--- src/rtl/video_src_switch.sv ---
// Frame-aligned source switch between the internal test pattern and live video ahead of the HDMI transmitter.
// Define SRC_WATCHDOG_EN to build the live-source watchdog with automatic fallback to the test pattern.
module video_src_switch #(
    parameter logic video_hsync_pol = 1'b1,
    parameter logic video_vsync_pol = 1'b1,
    parameter int   wd_timeout      = 4950000
) (
    input  logic        pixel_clock,
    input  logic        reset,
    input  logic        sel_live,
    input  logic        tp_vsync,
    input  logic        tp_hsync,
    input  logic        tp_den,
    input  logic        tp_line_start,
    input  logic [23:0] tp_pixel_even,
    input  logic [23:0] tp_pixel_odd,
    input  logic        live_vsync,
    input  logic        live_hsync,
    input  logic        live_den,
    input  logic        live_line_start,
    input  logic [23:0] live_pixel_even,
    input  logic [23:0] live_pixel_odd,
    output logic        video_vsync,
    output logic        video_hsync,
    output logic        video_den,
    output logic        video_line_start,
    output logic [23:0] video_pixel_even,
    output logic [23:0] video_pixel_odd,
    output logic        src_live,
    output logic        switch_busy,
    output logic        live_lost
);

    typedef struct packed {
        logic        vsync;
        logic        hsync;
        logic        den;
        logic        lineStart;
        logic [23:0] pixelEven;
        logic [23:0] pixelOdd;
    } video_t;

    typedef enum logic [1:0] {
        ST_TP,
        ST_LIVE,
        ST_WAIT_CUR,
        ST_BLANK
    } state_t;

    localparam video_t BLANK_VIDEO = '{
        vsync:     ~video_vsync_pol,
        hsync:     ~video_hsync_pol,
        den:       1'b0,
        lineStart: 1'b0,
        pixelEven: 24'd0,
        pixelOdd:  24'd0
    };

    state_t r_state;
    logic   r_target;
    logic   r_srcLive;
    logic   r_busy;
    video_t r_video;
    logic   r_tpVsPrev;
    logic   r_liveVsPrev;

    video_t w_tp;
    video_t w_live;
    video_t w_curBus;
    video_t w_tgtBus;
    logic   w_tpVse;
    logic   w_liveVse;
    logic   w_curVse;
    logic   w_tgtVse;
    logic   w_lost;

    assign w_tp   = {tp_vsync, tp_hsync, tp_den, tp_line_start, tp_pixel_even, tp_pixel_odd};
    assign w_live = {live_vsync, live_hsync, live_den, live_line_start, live_pixel_even, live_pixel_odd};

    assign w_tpVse   = (tp_vsync == video_vsync_pol) && (r_tpVsPrev != video_vsync_pol);
    assign w_liveVse = (live_vsync == video_vsync_pol) && (r_liveVsPrev != video_vsync_pol);

    // The source currently on screen is tracked by r_srcLive; the destination by r_target.
    assign w_curVse = r_srcLive ? w_liveVse : w_tpVse;
    assign w_tgtVse = r_target ? w_liveVse : w_tpVse;
    assign w_curBus = r_srcLive ? w_live : w_tp;
    assign w_tgtBus = r_target ? w_live : w_tp;

`ifdef SRC_WATCHDOG_EN
    localparam logic [23:0] WD_LIMIT = 24'(wd_timeout);

    logic [23:0] r_wdCount;

    // Starts saturated so the live source is presumed absent until its first frame start.
    always_ff @(posedge pixel_clock or posedge reset) begin
        if (reset) begin
            r_wdCount <= WD_LIMIT;
        end else if (w_liveVse) begin
            r_wdCount <= 24'd0;
        end else if (r_wdCount != WD_LIMIT) begin
            r_wdCount <= r_wdCount + 24'd1;
        end
    end

    assign w_lost = (r_wdCount == WD_LIMIT);
`else
    assign w_lost = 1'b0;
`endif

    // The output register always captures the selection of the state being entered on this edge.
    always_ff @(posedge pixel_clock or posedge reset) begin
        if (reset) begin
            r_state      <= ST_TP;
            r_target     <= 1'b0;
            r_srcLive    <= 1'b0;
            r_busy       <= 1'b0;
            r_video      <= BLANK_VIDEO;
            r_tpVsPrev   <= ~video_vsync_pol;
            r_liveVsPrev <= ~video_vsync_pol;
        end else begin
            r_tpVsPrev   <= tp_vsync;
            r_liveVsPrev <= live_vsync;
            case (r_state)
                ST_TP: begin
                    r_video <= w_tp;
                    if (sel_live && !w_lost) begin
                        r_state  <= ST_WAIT_CUR;
                        r_target <= 1'b1;
                        r_busy   <= 1'b1;
                    end
                end
                ST_LIVE: begin
                    if (w_lost) begin
                        r_state  <= ST_BLANK;
                        r_target <= 1'b0;
                        r_busy   <= 1'b1;
                        r_video  <= BLANK_VIDEO;
                    end else begin
                        r_video <= w_live;
                        if (!sel_live) begin
                            r_state  <= ST_WAIT_CUR;
                            r_target <= 1'b0;
                            r_busy   <= 1'b1;
                        end
                    end
                end
                ST_WAIT_CUR: begin
                    // A lost live source will never deliver the frame end we are waiting for.
                    if (r_srcLive && w_lost) begin
                        r_state  <= ST_BLANK;
                        r_target <= 1'b0;
                        r_video  <= BLANK_VIDEO;
                    end else if (sel_live == r_srcLive) begin
                        r_state <= r_srcLive ? ST_LIVE : ST_TP;
                        r_busy  <= 1'b0;
                        r_video <= w_curBus;
                    end else if (w_curVse) begin
                        r_state <= ST_BLANK;
                        r_video <= BLANK_VIDEO;
                    end else begin
                        r_video <= w_curBus;
                    end
                end
                ST_BLANK: begin
                    if (r_target && w_lost) begin
                        r_target <= 1'b0;
                        r_video  <= BLANK_VIDEO;
                    end else if (w_tgtVse) begin
                        r_state   <= r_target ? ST_LIVE : ST_TP;
                        r_srcLive <= r_target;
                        r_busy    <= 1'b0;
                        r_video   <= w_tgtBus;
                    end else begin
                        r_video <= BLANK_VIDEO;
                    end
                end
                default: begin
                    r_state <= ST_TP;
                    r_video <= BLANK_VIDEO;
                end
            endcase
        end
    end

    assign video_vsync      = r_video.vsync;
    assign video_hsync      = r_video.hsync;
    assign video_den        = r_video.den;
    assign video_line_start = r_video.lineStart;
    assign video_pixel_even = r_video.pixelEven;
    assign video_pixel_odd  = r_video.pixelOdd;
    assign src_live         = r_srcLive;
    assign switch_busy      = r_busy;
    assign live_lost        = w_lost;

endmodule
--- config.mk ---
export PLATFORM = sky130hd
export DESIGN_NAME = video_src_switch
export DESIGN_NICKNAME = d
export VERILOG_FILES = /design/src/rtl/video_src_switch.sv
export SDC_FILE = /design/constraint.sdc
export NUM_CORES = 1
export LEC_CHECK = 0
export BUFFER_PORTS_ARGS = -buffer_cell sky130_fd_sc_hd__buf_4
export CORE_MARGIN = 3
export CORE_UTILIZATION = 23
export DETAILED_ROUTE_END_ITERATION = 6
export SLEW_MARGIN = 20
export SYNTH_ARGS = -nofsm -noshare
export SYNTH_HDL_FRONTEND = slang
export SYNTH_SLANG_ARGS = --single-unit
--- constraint.sdc ---
create_clock -name pixel_clock -period 1.9 [get_ports pixel_clock]
set_clock_uncertainty 0.1 [all_clocks]
set_input_delay 0.285 -clock pixel_clock [delete_from_list [all_inputs] [get_ports pixel_clock]]
set_output_delay 0.285 -clock pixel_clock [all_outputs]
set_load 0.05 [all_outputs]
==> results.md, run 1 <==
* Worst setup SP type: primary input
* Wire per inst at 17.0 um
* Proportion of layout cells with a drive suffix above 1 at 57.5%
* Main synth FF type: dfrtp_1
* Worst Hold Endpoint: video_pixel_even[22]$_DFF_PP0_
* R2r worst-path depth at 4
* Period utilization at 97.7%
* Critical Path RT at 2010 ps
* DR vias/cell at 4.66
* GRT Total Usage at 12.6%
* Sequential area share after synthesis at 60.8%
* Mapped Avg Cell Area at 14.1 um^2
* Pin count of the biggest net entering global routing at 57
* CTS Buf Count at 9
* Class of the worst hold path: primary input to register
* CP max stage cell: dlygate4sd3_1
* Worst r2r dst: video_pixel_even[15]$_DFF_PP0_
* Placeable Area at 10000 um^2
* Async S/R FF share, synth at 100%
* Clk sinks at 59
* YS warnings at 0
* Footprint of the multi-input gates at 808 um^2
* CP max stage delay at 540 ps
* Syn_nets at 280
* RSZ-0062 raised after global routing: false
* Crit path time final at 1860 ps
* CTS root buf: clkbuf_8
* Register area at 1480 um^2
* Hpwl dp at 5570 um
* Final #Nets at 452
* Crit path DAT at 1970 ps
* Slew Viols, Final at 0
* Crit path buf inv count at 3
* Inserted Diodes at 0
* Fin worst setup slack at 43.4 ps
* Clock buffer depth at 2
* Setup crit end kind: register
* CP max FO at 29
* Die Y at 109 um
* Mapped cell area at 2430 um^2
* Initial Util at 24.3%
* Final Hold Vio Count at 0
* Yosys cell types at 30
* CP Class: primary input to register
* # fillers at 944
* DR iter-0 viols at 92
* Crit Reg-Reg Startpoint: r_target$_DFFE_PP0P_
* Initial DRT Pass Iterations at 5
* DIE WIDTH at 109 um
* Vias at 2241
* EDFF count, synth at 0
* Die area at 11800 um^2
* Maxcap violations at 0
* FF+latch count, synth at 59
* Initial antenna violation count at 0
* IO Port Bufs at 160
* Fmax at 539 MHz
* IO Pins at 162
* Remaining Overflow, GRT at 0
* Number of global-route vias before repair at 2299
* R2R Setup Slk at 120 ps
* Static Leak at 0.00199 uW
* Clk slew on worst S/H paths at 80 ps
* GP Congestion at 0.806
* Post-route ant nets at 0
* Dpl ws at 60.7 ps
* Post-Syn Instances at 172
* Final WL at 8160 um
* Critical path cell sequence: dlygate4sd3_1 -> buf_4 -> and4b_1 -> a311o_2 -> buf_12 -> a32o_1
* Status: completed
* P&R area growth vs syn at 72.0%
* Post-route DRC at 0
* Total power at 8620 uW
* Pwr/cell area at 2060 nW/um^2
* Worst-skew pair later-pin latency at 340 ps
* Hold WS at 57.9 ps
* Row count at 36
* First-pass GRT wire length at 11400 um
* Crit-path leading delay family: buffers and inverters
* CTS tree: yes
* Final setup fails at 0
* Hold Crit Start: live_pixel_even[22]
* Worst Hold Path Cells at 2
* CTS HTree Levels at 3
* Worst VDD drop at 0.921 mV
cell usage after synthesis (all sizes together) (2+ instances only):
master | count | area share, %
dfrtp | 59 | 61
nor2b | 3 | 0.77
a22oi | 2 | 0.62
a32o | 52 | 21
buf | 19 | 5.8
o21ai | 5 | 1.2
a21oi | 2 | 0.41
inv | 7 | 1.1
nand3b | 4 | 1.2
nand2b | 2 | 0.51
metrics by stage:
stage,setup TNS [ps],util [%],cells,instance area (um^2)
6_report,0,41.8,481,4180
5_1_grt,0,41.8,481,4180
4_1_cts,0,40.6,475,4060
3_5_place_dp,0,38.2,457,3820
3_3_place_gp,0,38.2,457,3820
2_1_floorplan,-4050,-,172,2440
worst register-to-register path: cells and delay by family, from the launching register on:
kind	cells	cell delay (ps)
flip-flops	1	490
AO/OA/AOI/OAI	2	620
buffers and inverters	1	190
AND/OR/NAND/NOR	1	260
routing by layer:
metal  up-vias  wire, um  track usage [%]
met4         0       121             5.14
met3        11       574             3.79
met5         -         0                0
met2        98      4260             22.7
met1      1097      3200             13.9
li1       1035         -                -
report_power, final:
| group | internal (uW) | switching, uW | total [uW] |
|---|---|---|---|
| Combinational | 1940 | 3360 | 5300 |
| Clock | 730 | 500 | 1230 |
| Sequential | 1860 | 233 | 2090 |
layout by cell type (no fill, tap or decap), types with 3 or more instances in the layout:
cell type      instances
inv_1                  5
nor2b_1                3
buf_12                 5
a32o_1                52
dlygate4sd3_1          3
nand3b_1               4
o21ai_0                4
buf_4                167
clkbuf_8               9
clkbuf_16              4
dfrtp_1               58
worst max-delay path by stage:
stage | start | to | slack [ps] | cells after the start
2_1_floorplan | src_live$_DFFE_PP0P_ | video_den$_DFF_PP0_ | -80 | 7
3_3_place_gp | sel_live | video_pixel_even[6]$_DFF_PP0_ | 80 | 7
3_5_place_dp | sel_live | video_pixel_odd[23]$_DFF_PP0_ | 60 | 7
4_1_cts | src_live$_DFFE_PP0P_ | video_pixel_even[13]$_DFF_PP0_ | 50 | 7
5_1_grt | live_vsync | video_pixel_even[5]$_DFF_PP0_ | 30 | 6
6_report | live_vsync | video_pixel_even[15]$_DFF_PP0_ | 40 | 6
cell families after synthesis:
family	after synthesis	synth area share [%]
AOI/OAI and AO/OA	67	26.5
other	1	0.154
buffers and inverters	26	6.90
and+or+nand+nor	18	5.15
adders and majority gates	1	0.515
DFF	59	60.8
layout make-up:
| cell class | instances | area share, % |
|---|---|---|
| Tap cell | 133 | 3.98 |
| Clock inverter | 5 | 1.89 |
| Timing Repair Buffer | 180 | 35.8 |
| Inverter | 7 | 0.629 |
| Sequential cell | 59 | 35.3 |
| Clock buffer | 10 | 3.05 |
| Multi-Input combinational cell | 87 | 19.3 |
timing repair:
item                                    CTS  global route
setup buffers                             0             3
endpoints found under the setup margin    0            17
hold buffers                              3             0
gates resized for setup                   0             2
endpoints found under the hold margin    61             0
Power figures use the tool's default switching activity.
==> run 2: changes to the inputs <==
- CORE_MARGIN: 3 -> 2
==> run 2 against run 1 <==
  * Die area shrank 3.6%
  * Flip-flop and latch count did not move
  * Critical path depth unchanged
  * First-iteration DRC count grew 13%
  * Utilization decreased by 2.6 points
  * Worst setup slack improved by 32 ps
  * Cell count is 0.21% lower
  * Via count down 1.4%
  * Largest power group unchanged
==> results.md, run 2 (same netlist as run 1, synthesis figures left out) <==
* Number of global-route vias before repair at 2291 (-0.35%)
* # hold bufs at CTS at 2 (-1)
* Clk pwr share at 13.8% (-0.5 points)
* Die area at 11400 um^2 (-3.6%)
* First-pass GRT wire length at 11100 um (-2.2%)
* P&R area growth vs syn at 65.9%
* DP Area at 3820 um^2 (-0.16%)
* DR vias/cell at 4.60 (-1.2%)
* Static Leak at 0.00192 uW (-3.8%)
* Post-route DRC at 0 (unchanged)
* Final #Nets at 447 (-1.1%)
* Crit path time final at 1820 ps (-32.2 ps)
* Status: completed
* Post-CTS sizing at 0 (unchanged)
* Setup crit end kind: register
* Pint at 4210 uW (-6.9%)
* Switching Fraction at 48.6% (+1.1 points)
* Crit-path leading delay family: compound AO/OA/AOI/OAI gates
* Fin worst setup slack at 75.6 ps (+32.2 ps)
* Most common cell after layout, fill and taps aside: buf_4
* Worst-skew pair later-pin latency at 330 ps (about the same)
* Row count at 37 (+2.8%)
* Final setup fails at 0 (unchanged)
* Initial antenna violation count at 0 (unchanged)
* Setup TNS at 0 ps (unchanged)
* Most frequent cells in the layout: buf_4 (170), dfrtp_1 (58), a32o_1 (52)
* Slew Viols, Final at 0 (unchanged)
* Clock buffer depth at 2 (unchanged)
* Combinational power share at 61.0% (-0.5 points)
* CTS HTree Levels at 3 (unchanged)
* DR iter-0 viols at 104 (+13%)
* Post-route ant nets at 0 (unchanged)
* # Post-CTS Setup Buffers at 0 (unchanged)
* Class of the worst hold path: primary input to register
* Clk slew on worst S/H paths at 60 ps (-20 ps)
* Maxcap violations at 0 (unchanged)
* Die Y at 107 um (-1.8%)
* DIE WIDTH at 107 um (-1.8%)
* Clk sinks at 59 (unchanged)
* Initial DRT Pass Iterations at 4 (-1)
* IO Pins at 162 (unchanged)
* Pin count of the biggest net entering global routing at 60 (+5.3%)
* Inserted Diodes at 0 (unchanged)
* GRT Total Usage at 12.5% (-0.14 points)
* GP Congestion at 0.826 (+2.5%)
* Period utilization at 96.0% (-1.7 points)
* Switching power at 3980 uW (-2.9%)
* Seq pwr share at 25.3% (+1.1 points)
* Proportion of layout cells with a drive suffix above 1 at 57.0% (-0.49 points)
* IO Port Bufs at 160 (unchanged)
* Final Hold Vio Count at 0 (unchanged)
* Placeable Area at 10300 um^2 (+2.8%)
* CTS root buf: clkbuf_8
* CP max FO at 43 (+48%)
* Initial Util at 23.6% (-0.66 points)
* Hpwl dp at 5220 um (-6.2%)
* Remaining Overflow, GRT at 0 (unchanged)
* RSZ-0062 raised after global routing: false
* CP Class: register to register
* Final WL at 7280 um (-11%)
* Worst setup SP type: register
* Hold WS at 31.5 ps (-26.4 ps)
* Pwr/cell area at 2030 nW/um^2 (-1.5%)
* Crit path DAT at 1930 ps (-40 ps)
* Worst VDD drop at 0.703 mV (-24%)
* Critical path cell sequence: inv_2 -> ha_4 -> nand3b_1 -> a311o_2 -> buf_12 -> a32o_1
* Vias at 2210 (-1.4%)
* CTS Buf Count at 9 (unchanged)
* Post-route cell area at 4030 um^2 (-3.6%)
* CP max stage cell: a311o_2
* Crit path buf inv count at 2 (-1)
* Wire per inst at 15.2 um (-11%)
* CP max stage delay at 400 ps (-140 ps)
* CTS tree: yes
* Critical Path RT at 2010 ps (about the same)
* Dpl ws at 52.4 ps (-8.30 ps)
* Fmax at 548 MHz (+1.8%)
* R2R Setup Slk at 80 ps (-40 ps)
## run 2: worst paths after layout
kind,end,startpoint,depth (start not counted)
min in group asynchronous,video_pixel_even[1]$_DFF_PP0_,reset,4
worst max register to register,video_pixel_odd[15]$_DFF_PP0_,src_live$_DFFE_PP0P_,6
worst min register to register,src_live$_DFFE_PP0P_,src_live$_DFFE_PP0P_,2
worst min-delay path,r_liveVsPrev$_DFF_PP0_,live_vsync,1
max in group asynchronous,src_live$_DFFE_PP0P_,reset,4
worst max-delay path,video_pixel_odd[15]$_DFF_PP0_,src_live$_DFFE_PP0P_,6
## run 2: layout make-up
type / count / area (um^2)
clock inverter: 5 / 52.6
inverter: 7 / 26.3
multi-input combinational: 87 / 807
fill: 988 / 6250
tap: 136 / 170
sequential: 59 / 1480
clock buffer: 11 / 141
timing repair buffer: 175 / 1360
## run 2: per-layer routing
metal | up-vias | wire length, um | global-route usage, %
met5 | - | 0 | 0
met4 | 0 | 78 | 4.45
met3 | 7 | 599 | 3.71
met2 | 113 | 3670 | 21.5
met1 | 1065 | 2930 | 14.8
li1 | 1025 | - | -
## run 2: metrics by stage
step	cells	total power, uW	utilization, %
3_3_place_gp	462	7100	37.1
6_report	480	8190	39.2
4_1_cts	480	8310	39.2
5_1_grt	480	8600	39.2
2_1_floorplan	172	5640	-
3_5_place_dp	462	7140	37.1
## run 2: power by group through the flow
stage	clock (uW)	combinational [uW]	sequential, uW
2_1_floorplan	0	1530	4110
3_3_place_gp	0	5010	2080
3_5_place_dp	0	5040	2090
4_1_cts	1190	5050	2070
5_1_grt	1230	5240	2130
6_report	1130	4990	2070
